File: config.mk
export PLATFORM = sky130hd
export DESIGN_NAME = search_and_add_sched
export DESIGN_NICKNAME = d
export VERILOG_FILES = /design/src/rtl/search_and_add_pkg.sv /design/src/rtl/search_and_add_sched_rr_pick.sv /design/src/rtl/search_and_add_sched.sv
export SDC_FILE = /design/constraint.sdc
export NUM_CORES = 1
export LEC_CHECK = 0
export ABC_AREA = 1
export CORE_MARGIN = 2
export CORE_UTILIZATION = 45
export DETAILED_ROUTE_END_ITERATION = 8
export PLACE_DENSITY = 0.81
export SLEW_MARGIN = 20
export SYNTH_ARGS = -nofsm -noshare
export SYNTH_HDL_FRONTEND = slang
export SYNTH_SLANG_ARGS = --single-unit
File: constraint.sdc
create_clock -name clk -period 4.35 [get_ports clk]
set_input_delay 0.6525 -clock clk [delete_from_list [all_inputs] [get_ports clk]]
set_output_delay 0.6525 -clock clk [all_outputs]
set_load 0.05 [all_outputs]
File: src/rtl/search_and_add_pkg.sv
// Shared types for the search_and_add job scheduler.
package search_and_add_pkg;

    typedef enum logic [1:0] {IDLE, ISSUE, WAIT_START, WAIT_DONE} sched_state_t;

    typedef struct packed {
        logic [31:0] words;
        logic [63:0] offset;
    } job_t;

    localparam int unsigned BURST_BYTES = 256;

endpackage

File: src/rtl/search_and_add_sched_rr_pick.sv
// First-set search over a request vector starting at a rotating pointer.
module rr_pick #(
    parameter int N_REQ = 4
) (
    input  logic [N_REQ-1:0]         req,
    input  logic [$clog2(N_REQ)-1:0] ptr,
    output logic [$clog2(N_REQ)-1:0] gnt_id,
    output logic                     gnt_valid
);
    localparam int IW = $clog2(N_REQ);

    logic [IW-1:0] idx;

    // Walk from the farthest candidate back to ptr so the nearest one wins.
    always_comb begin
        gnt_id    = '0;
        gnt_valid = 1'b0;
        idx       = '0;
        for (int k = N_REQ - 1; k >= 0; k--) begin
            idx = IW'((int'(ptr) + k) % N_REQ);
            if (req[idx]) begin
                gnt_id    = idx;
                gnt_valid = 1'b1;
            end
        end
    end

endmodule

File: src/rtl/search_and_add_sched.sv
// Round-robin scheduler slicing requester jobs onto one search_and_add_ctrl engine.
module search_and_add_sched
    import search_and_add_pkg::*;
#(
    parameter int N_REQ       = 4,
    parameter int SLICE_WORDS = 256,
    parameter int WORD_BYTES  = 16
) (
    input  logic                     clk,
    input  logic                     reset,
    input  logic [N_REQ-1:0]         req_valid,
    output logic [N_REQ-1:0]         req_ready,
    input  logic [N_REQ*32-1:0]      req_num_of_words,
    input  logic [N_REQ*64-1:0]      req_memory_offset,
    output logic [N_REQ-1:0]         req_done,
    input  logic                     axonerve_ready,
    output logic                     sa_kick,
    input  logic                     sa_busy,
    output logic [31:0]              sa_num_of_words,
    output logic [63:0]              sa_memory_offset,
    output logic                     busy,
    output logic [$clog2(N_REQ)-1:0] grant_id
);
    localparam int IW = $clog2(N_REQ);

    sched_state_t     state;
    job_t             slot_q [N_REQ];
    job_t             cur;
    logic [N_REQ-1:0] occupied;
    logic [N_REQ-1:0] pending;
    logic [IW-1:0]    rr_ptr, pick_id, next_ptr;
    logic             pick_vld;
    logic [31:0]      slice_w, left_w;
    logic [63:0]      next_off;
    logic             slice_end, zero_job;

    rr_pick #(.N_REQ(N_REQ)) u_pick (
        .req       (pending),
        .ptr       (rr_ptr),
        .gnt_id    (pick_id),
        .gnt_valid (pick_vld)
    );

    assign cur       = slot_q[grant_id];
    assign slice_w   = (cur.words > 32'(SLICE_WORDS)) ? 32'(SLICE_WORDS) : cur.words;
    assign left_w    = cur.words - sa_num_of_words;
    assign next_off  = cur.offset + 64'(sa_num_of_words) * 64'(WORD_BYTES);
    assign next_ptr  = (grant_id == IW'(N_REQ - 1)) ? '0 : grant_id + 1'b1;
    assign slice_end = (state == WAIT_DONE) && !sa_busy;
    assign zero_job  = (state == ISSUE) && (cur.words == '0);
    assign req_ready = ~occupied;
    assign busy      = (|occupied) || (state != IDLE);

    // pending drops as soon as the job is finished so IDLE cannot re-pick it;
    // occupied (and so req_ready) follows one cycle later, on the done pulse.
    always_ff @(posedge clk or negedge reset) begin
        if (!reset) begin
            occupied <= '0;
            pending  <= '0;
            for (int i = 0; i < N_REQ; i++) slot_q[i] <= '0;
        end else begin
            for (int i = 0; i < N_REQ; i++) begin
                if (req_valid[i] && !occupied[i]) begin
                    occupied[i]      <= 1'b1;
                    pending[i]       <= 1'b1;
                    slot_q[i].words  <= req_num_of_words[32*i +: 32];
                    slot_q[i].offset <= req_memory_offset[64*i +: 64];
                end else if (req_done[i]) begin
                    occupied[i] <= 1'b0;
                end
            end
            if (slice_end) begin
                slot_q[grant_id].words  <= left_w;
                slot_q[grant_id].offset <= next_off;
                if (left_w == '0) pending[grant_id] <= 1'b0;
            end
            if (zero_job) pending[grant_id] <= 1'b0;
        end
    end

    always_ff @(posedge clk or negedge reset) begin
        if (!reset) begin
            state            <= IDLE;
            grant_id         <= '0;
            rr_ptr           <= '0;
            sa_kick          <= 1'b0;
            sa_num_of_words  <= '0;
            sa_memory_offset <= '0;
            req_done         <= '0;
        end else begin
            sa_kick  <= 1'b0;
            req_done <= '0;
            case (state)
                IDLE: begin
                    if (axonerve_ready && pick_vld) begin
                        grant_id <= pick_id;
                        state    <= ISSUE;
                    end
                end
                ISSUE: begin
                    if (zero_job) begin
                        req_done[grant_id] <= 1'b1;
                        rr_ptr             <= next_ptr;
                        state              <= IDLE;
                    end else begin
                        sa_kick          <= 1'b1;
                        sa_num_of_words  <= slice_w;
                        sa_memory_offset <= cur.offset;
                        state            <= WAIT_START;
                    end
                end
                WAIT_START: begin
                    if (sa_busy) state <= WAIT_DONE;
                end
                WAIT_DONE: begin
                    if (!sa_busy) begin
                        if (left_w == '0) req_done[grant_id] <= 1'b1;
                        rr_ptr <= next_ptr;
                        state  <= IDLE;
                    end
                end
                default: state <= IDLE;
            endcase
        end
    end

endmodule

---- Word level (Yosys, flattened, before mapping) ----
Index checks and enable logic that the tools add are counted.
word-level totals
  bits in registers ....................... 499
  bits in latches ......................... 0
  bits in writable memories ............... 0
  memory bits (read-only) ................. 0
  bits of input ports ..................... 392
  output and inout bits ................... 108
  memories ................................ 0
operators by class
  add/subtract/negate cells ............... 6
  multiply operators ...................... 0
  divide/modulo/power cells ............... 0
  magnitude comparators ................... 9
  equal/unequal tests ..................... 8
  shift operators ......................... 0
  multiplexer cells ....................... 63
  bitwise operators ....................... 6
  reductions and logical operators ........ 29
operators by type and width
  operator             count
  $bwmux 384           2
  $mux 96              7
  $demux 96 s2         2
  $mux 384             1
  $bmux 96 s2          1
  $add 64x36->64       1
  $logic_not 32->1     2
  $mux 64              1
  $gt 32x9->1 const B  1
  $mux 32              1
  $sub 32x32->32       1
  $mux 4               6
  $mux 1               23
  $mux 2               11
  $lt 2x3->1 const B   5
  $reduce_bool 2->1    6
  $logic_and 1x1->1    9
  $and 4x4->4          2
  $bmux 1 s2           4
  $ne 2x2->1 const B   4
  $not 4->4            2
  $pmux 2 s4           1
  $pmux 4 s2           1
  $eq 2x2->1 const B   3
  16 further kinds     24

---- Depth between registers and ports, before layout ----
Gate-level depths: netlist of the first run.
  depth after elaboration ................. 10
  depth in mapped cells ................... 27

---- Modules after synthesis ----
Synthesis of the first run repeated with hierarchy kept, for this count alone.
second synthesis, totals
  cells, all modules ...................... 4782
  area total of the unflattened synthesis .. 31486.4 um2
modules (own cells, without submodules)
  module                times used  cells an instance  area an instance (um2)  sequential area each (um2)
  search_and_add_sched  1           4738               31271.2                 12487.0
  rr_pick               1           44                 215.2                   0.0

---- Least setup slack after synthesis of the first run ----
OpenSTA, ideal clock, no wires.
  path kind ............................... reg-to-reg
  start point ............................. reg grant_id[0]
  end point ............................... reg slot_q[336] in the netlist's numbering
  setup time .............................. 66 ps
  arrival ................................. 4025 ps
  required time ........................... 4284 ps
  slack ................................... 259 ps
  cell stages (with the launch flop) ...... 25
  clock period less this slack ............ 4091 ps
  cell sequence ........................... dfrtp_1 -> buf_6 -> buf_6 -> buf_6 -> buf_6 -> buf_2 -> buf_2 -> o21ai_0 -> o22ai_1 -> ha_1 -> inv_1 -> fa_1 -> o21ai_1 -> a21oi_1 -> o21ai_0 -> nand2_1 -> nand2_1 -> nand2_1 -> nand2_1 -> nand2_1 -> nand2_1 -> nand2_1 -> xor2_1 -> nand2_1 -> nand2_1
RTL lines
  what                    line                        text
  from (decl)             search_and_add_sched.sv:22  output logic [$clog2(N_REQ)-1:0] grant_id
  from (signal assigned)  search_and_add_sched.sv:96  grant_id <= pick_id;
  to (decl)               search_and_add_sched.sv:27  job_t slot_q [N_REQ];

==> out/qor_table.md, run 1 <==
| Parameter | This run | Unit |
|---|---|---|
| Result of the run | complete, no violations | - |
| Clock-pin transition on the worst setup and hold timing paths | 0.06 | ns |
| Slew Limit Headroom | 0.212 | - |
| Max-cap check violation count | 0 | - |
| Maximum number of pins on one net before global-route repair | 169 | - |
| Estimated wirelength of the detail-placed design | 91800 | um |
| Number of primary I/O pins | 500 | - |
| Area taken by multi-input logic gates | 0.0167 | mm^2 |
| Die span in x | 268 | um |
| Number of routed nets with antenna violations | 0 | - |
| Detailed Routing Iterations Pass 1 | 6 | - |
| Vias in the first global route | 32443 | - |
| Cell Count, Final, Fillers Out | 6116 | - |
| Cell Count Post-Placement | 6012 | - |
| CTS sink count | 499 | - |
| Final Critical Period | 4.16 | ns |
| Area delta synth->final | 25.5 | % |
| Post-layout power | 28.7 | mW |
| Number of CTS-inserted buffers | 55 | - |
| GR peak layer | met2 | - |
| Cell at the root of the clock tree | clkbuf_16 | - |
| CP Data Arrival Time | 4.73 | ns |
| Number of cell rows | 96 | - |
| DR vias | 34449 | - |
| Final-layout setup total negative slack | 0 | ns |
| Final count of pins violating max slew | 0 | - |
| Remaining Overflow, GRT | 0 | - |
| DR WL/cell | 21.1 | um |
| Die outline area | 0.0717 | mm^2 |
| Count of synthesis-stage warnings from yosys | 0 | - |
| Leading register cell type out of synthesis | dfrtp_1 | - |
| Antenna violations before repair | 6 | - |
| Sequential Area | 0.0125 | mm^2 |
| Hold Crit Class | primary input to asynchronous set/reset pin | - |
| Net count after synthesis | 5206 | - |
| Starting Density | 0.456 | - |
| Average cell area after synthesis | 6.61 | um^2 |
| Port bufs | 499 | - |
| Highest clock frequency the design can meet | 240 | MHz |
| Post-synthesis async set-or-reset flop share | 1.00 | - |
| CTS Buffer Depth | 3 | - |
| Register bit total from synthesis | 499 | - |
| Startpoint types | flip-flop | - |
| Deepest level of the CTS H-tree | 2 | - |
| Distinct cells, synth | 50 | - |
| Core Footprint | 0.0687 | mm^2 |
| Global-route met3 utilization | 0.0846 | - |
| Commonest non-fill, non-tap cells in the layout | 2241 x nand2_1, 498 x clkdlybuf4s50_1, 497 x dfrtp_1 | - |
| Most frequent standard cell in the layout excluding fill and tap cells | nand2_1 | - |
| CP required | 4.92 | ns |
| Global router's overall resource usage | 0.352 | - |
| Routability Congestion | 0.987 | - |
| IR drop worst, VDD | 0.385 | mV |
| Clock tree skew after final layout | 0.0403 | ns |
| Post-Syn Instances | 4736 | - |
| Worst-Skew Late Latency | 0.64 | ns |
| Sort of element at the end of the critical path | flip-flop | - |
| Number of setup violations in the final report | 0 | - |
| Share of post-route cells with drive strength above 1 | 0.0496 | - |
| TritonCTS clock tree | yes | - |
| Met1 Use GR | 0.485 | - |
| Ratio of final minimum period to clock period | 0.956 | - |
| Power density over cell area | 731 | mW/mm^2 |
| Transition time at the pin with the least slew margin | 1.17 | ns |
| Met2 Usage GRT | 0.524 | - |
| Wirelength, routed | 129000 | um |
| Wire length of the first global-routing pass | 192000 | um |
| DR vias/cell | 5.63 | - |
| Part of the Yosys area used for sequential elements | 0.399 | - |
| Maximum fanout encountered on the critical timing path | 25 | - |
| Height of the die | 268 | um |
| Final net count | 5611 | - |
| Hold-fix buffer count after cts | 0 | - |
| Number of flops mapped to enable cells by yosys | 0 | - |
| Post-synthesis cell area | 0.0313 | mm^2 |
| DRC errors left | 0 | - |
| Critical Setup Path Class | flip-flop to flip-flop | - |
| 1st-iter DRT viols | 4252 | - |
| Hold Fails Final Rpt | 0 | - |
| Filler Cell Count | 6519 | - |
| Final Core Density | 0.572 | - |
| Leakage | 19.6 | nW |
| Setup repair after global routing missed its margin | no | - |
[synth_stat cells, drive strengths merged, types with 18 or more instances]
master	instances	area, um^2
a31oi	76	475
xnor2	20	183
nand2	2250	8450
nand3	193	976
ha	76	951
o22ai	42	275
dfrtp	499	12500
inv	306	1150
nor3	34	195
xor2	24	225
nand4	18	113
a21oi	133	666
nor2	306	1170
o21ai	435	2180
clkbuf	173	649
buf	68	405
[path summary, 6_finish.rpt]
kind                                      from                   to  slack (ns)  cells after the start
max                                grant_id[0]          slot_q[234]        0.19                     18
min                                      reset           slot_q[82]        0.11                      1
max reg2reg                        grant_id[0]          slot_q[234]        0.19                     18
min reg2reg                sa_memory_offset[6]  sa_memory_offset[6]        0.48                      2
max in group asynchronous                reset           slot_q[22]        3.10                      2
min in group clk           sa_memory_offset[6]  sa_memory_offset[6]        0.48                      2
[final cells by class]
cell class,count,share of cell area
clock buffer,79,0.0401
multi-input combinational,3688,0.425
timing repair buffer,589,0.151
inverter,308,0.0301
antenna,1,0.0000637
tap,931,0.0296
clock inverter,21,0.00634
sequential,499,0.318
[through the flow]
step	area (um^2)	worst slack (ns)	hold slack, ns
floorplan	31300	0.259	0.357
global placement	37400	0.0183	0.464
detailed placement	37400	-0.0545	0.464
CTS	39200	0.0133	0.113
global route	39300	0.0477	0.170
finish	39300	0.191	0.114
[metal layers]
metal | part of all wire | up-vias
met1 | 0.41 | 15995
met3 | 0.12 | 344
met5 | 0.00028 | -
met2 | 0.43 | 2198
li1 | - | 15906
met4 | 0.049 | 6
[critical path, cell delays in order, from the launching register on]
cell and delay, ns:
dfrtp_4 0.57, buf_4 0.31, nand2_1 0.15, a32oi_2 0.35, buf_4 0.18, inv_1 0.05
fa_1 0.44, o21ai_1 0.23, a21oi_1 0.15, o21ai_1 0.34, nand2_1 0.09, nand2_1 0.13
inv_1 0.06, o21ai_2 0.22, nand2_1 0.10, nand2_2 0.21, xor2_1 0.31, nand2_1 0.10
nand2_1 0.09
[what timing repair did]
item,4_1_cts,5_1_grt
pin swaps,0,0
buffers inserted,0,2
gates cloned,0,1
endpoints found under the setup margin,9,65
gates resized for setup,1,14
[kinds of logic after synthesis]
| kind of cell | share of synthesized area |
|---|---|
| DFF | 0.399 |
| and+or+nand+nor | 0.356 |
| adders and majority gates | 0.0317 |
| AOI/OAI and AO/OA | 0.130 |
| xor gates and xnor gates | 0.0130 |
| buffers and inverters | 0.0706 |
[power breakdown]
part           internal, mW  total [mW]  switching [mW]  leakage [nW]
Combinational          5.41        16.5            11.0          12.3
Sequential             6.42        7.47            1.05          6.44
Clock                  2.76        4.82            2.06         0.892
Total                  14.6        28.7            14.2          19.6
[state kept, by name (all words and copies together), names as in the netlist, named ones only]
name              cells
slot_q              384
sa_kick               1
req_done              4
sa_num_of_words      32
grant_id              2
pending               4
state                 1
rr_ptr                2
occupied              4
sa_memory_offset     64
Note: power is estimated with default switching activity, not from simulation.
==> inputs of run 2 (changes only) <==
--- a/config.mk
+++ b/config.mk
@@ -10,6 +10,7 @@
 export CORE_UTILIZATION = 45
 export DETAILED_ROUTE_END_ITERATION = 8
 export PLACE_DENSITY = 0.81
+export SKIP_LAST_GASP = 1
 export SLEW_MARGIN = 20
 export SYNTH_ARGS = -nofsm -noshare
 export SYNTH_HDL_FRONTEND = slang
==> results of run 2 <==
The final DEF is identical to that of run 1; final timing and power are the same.
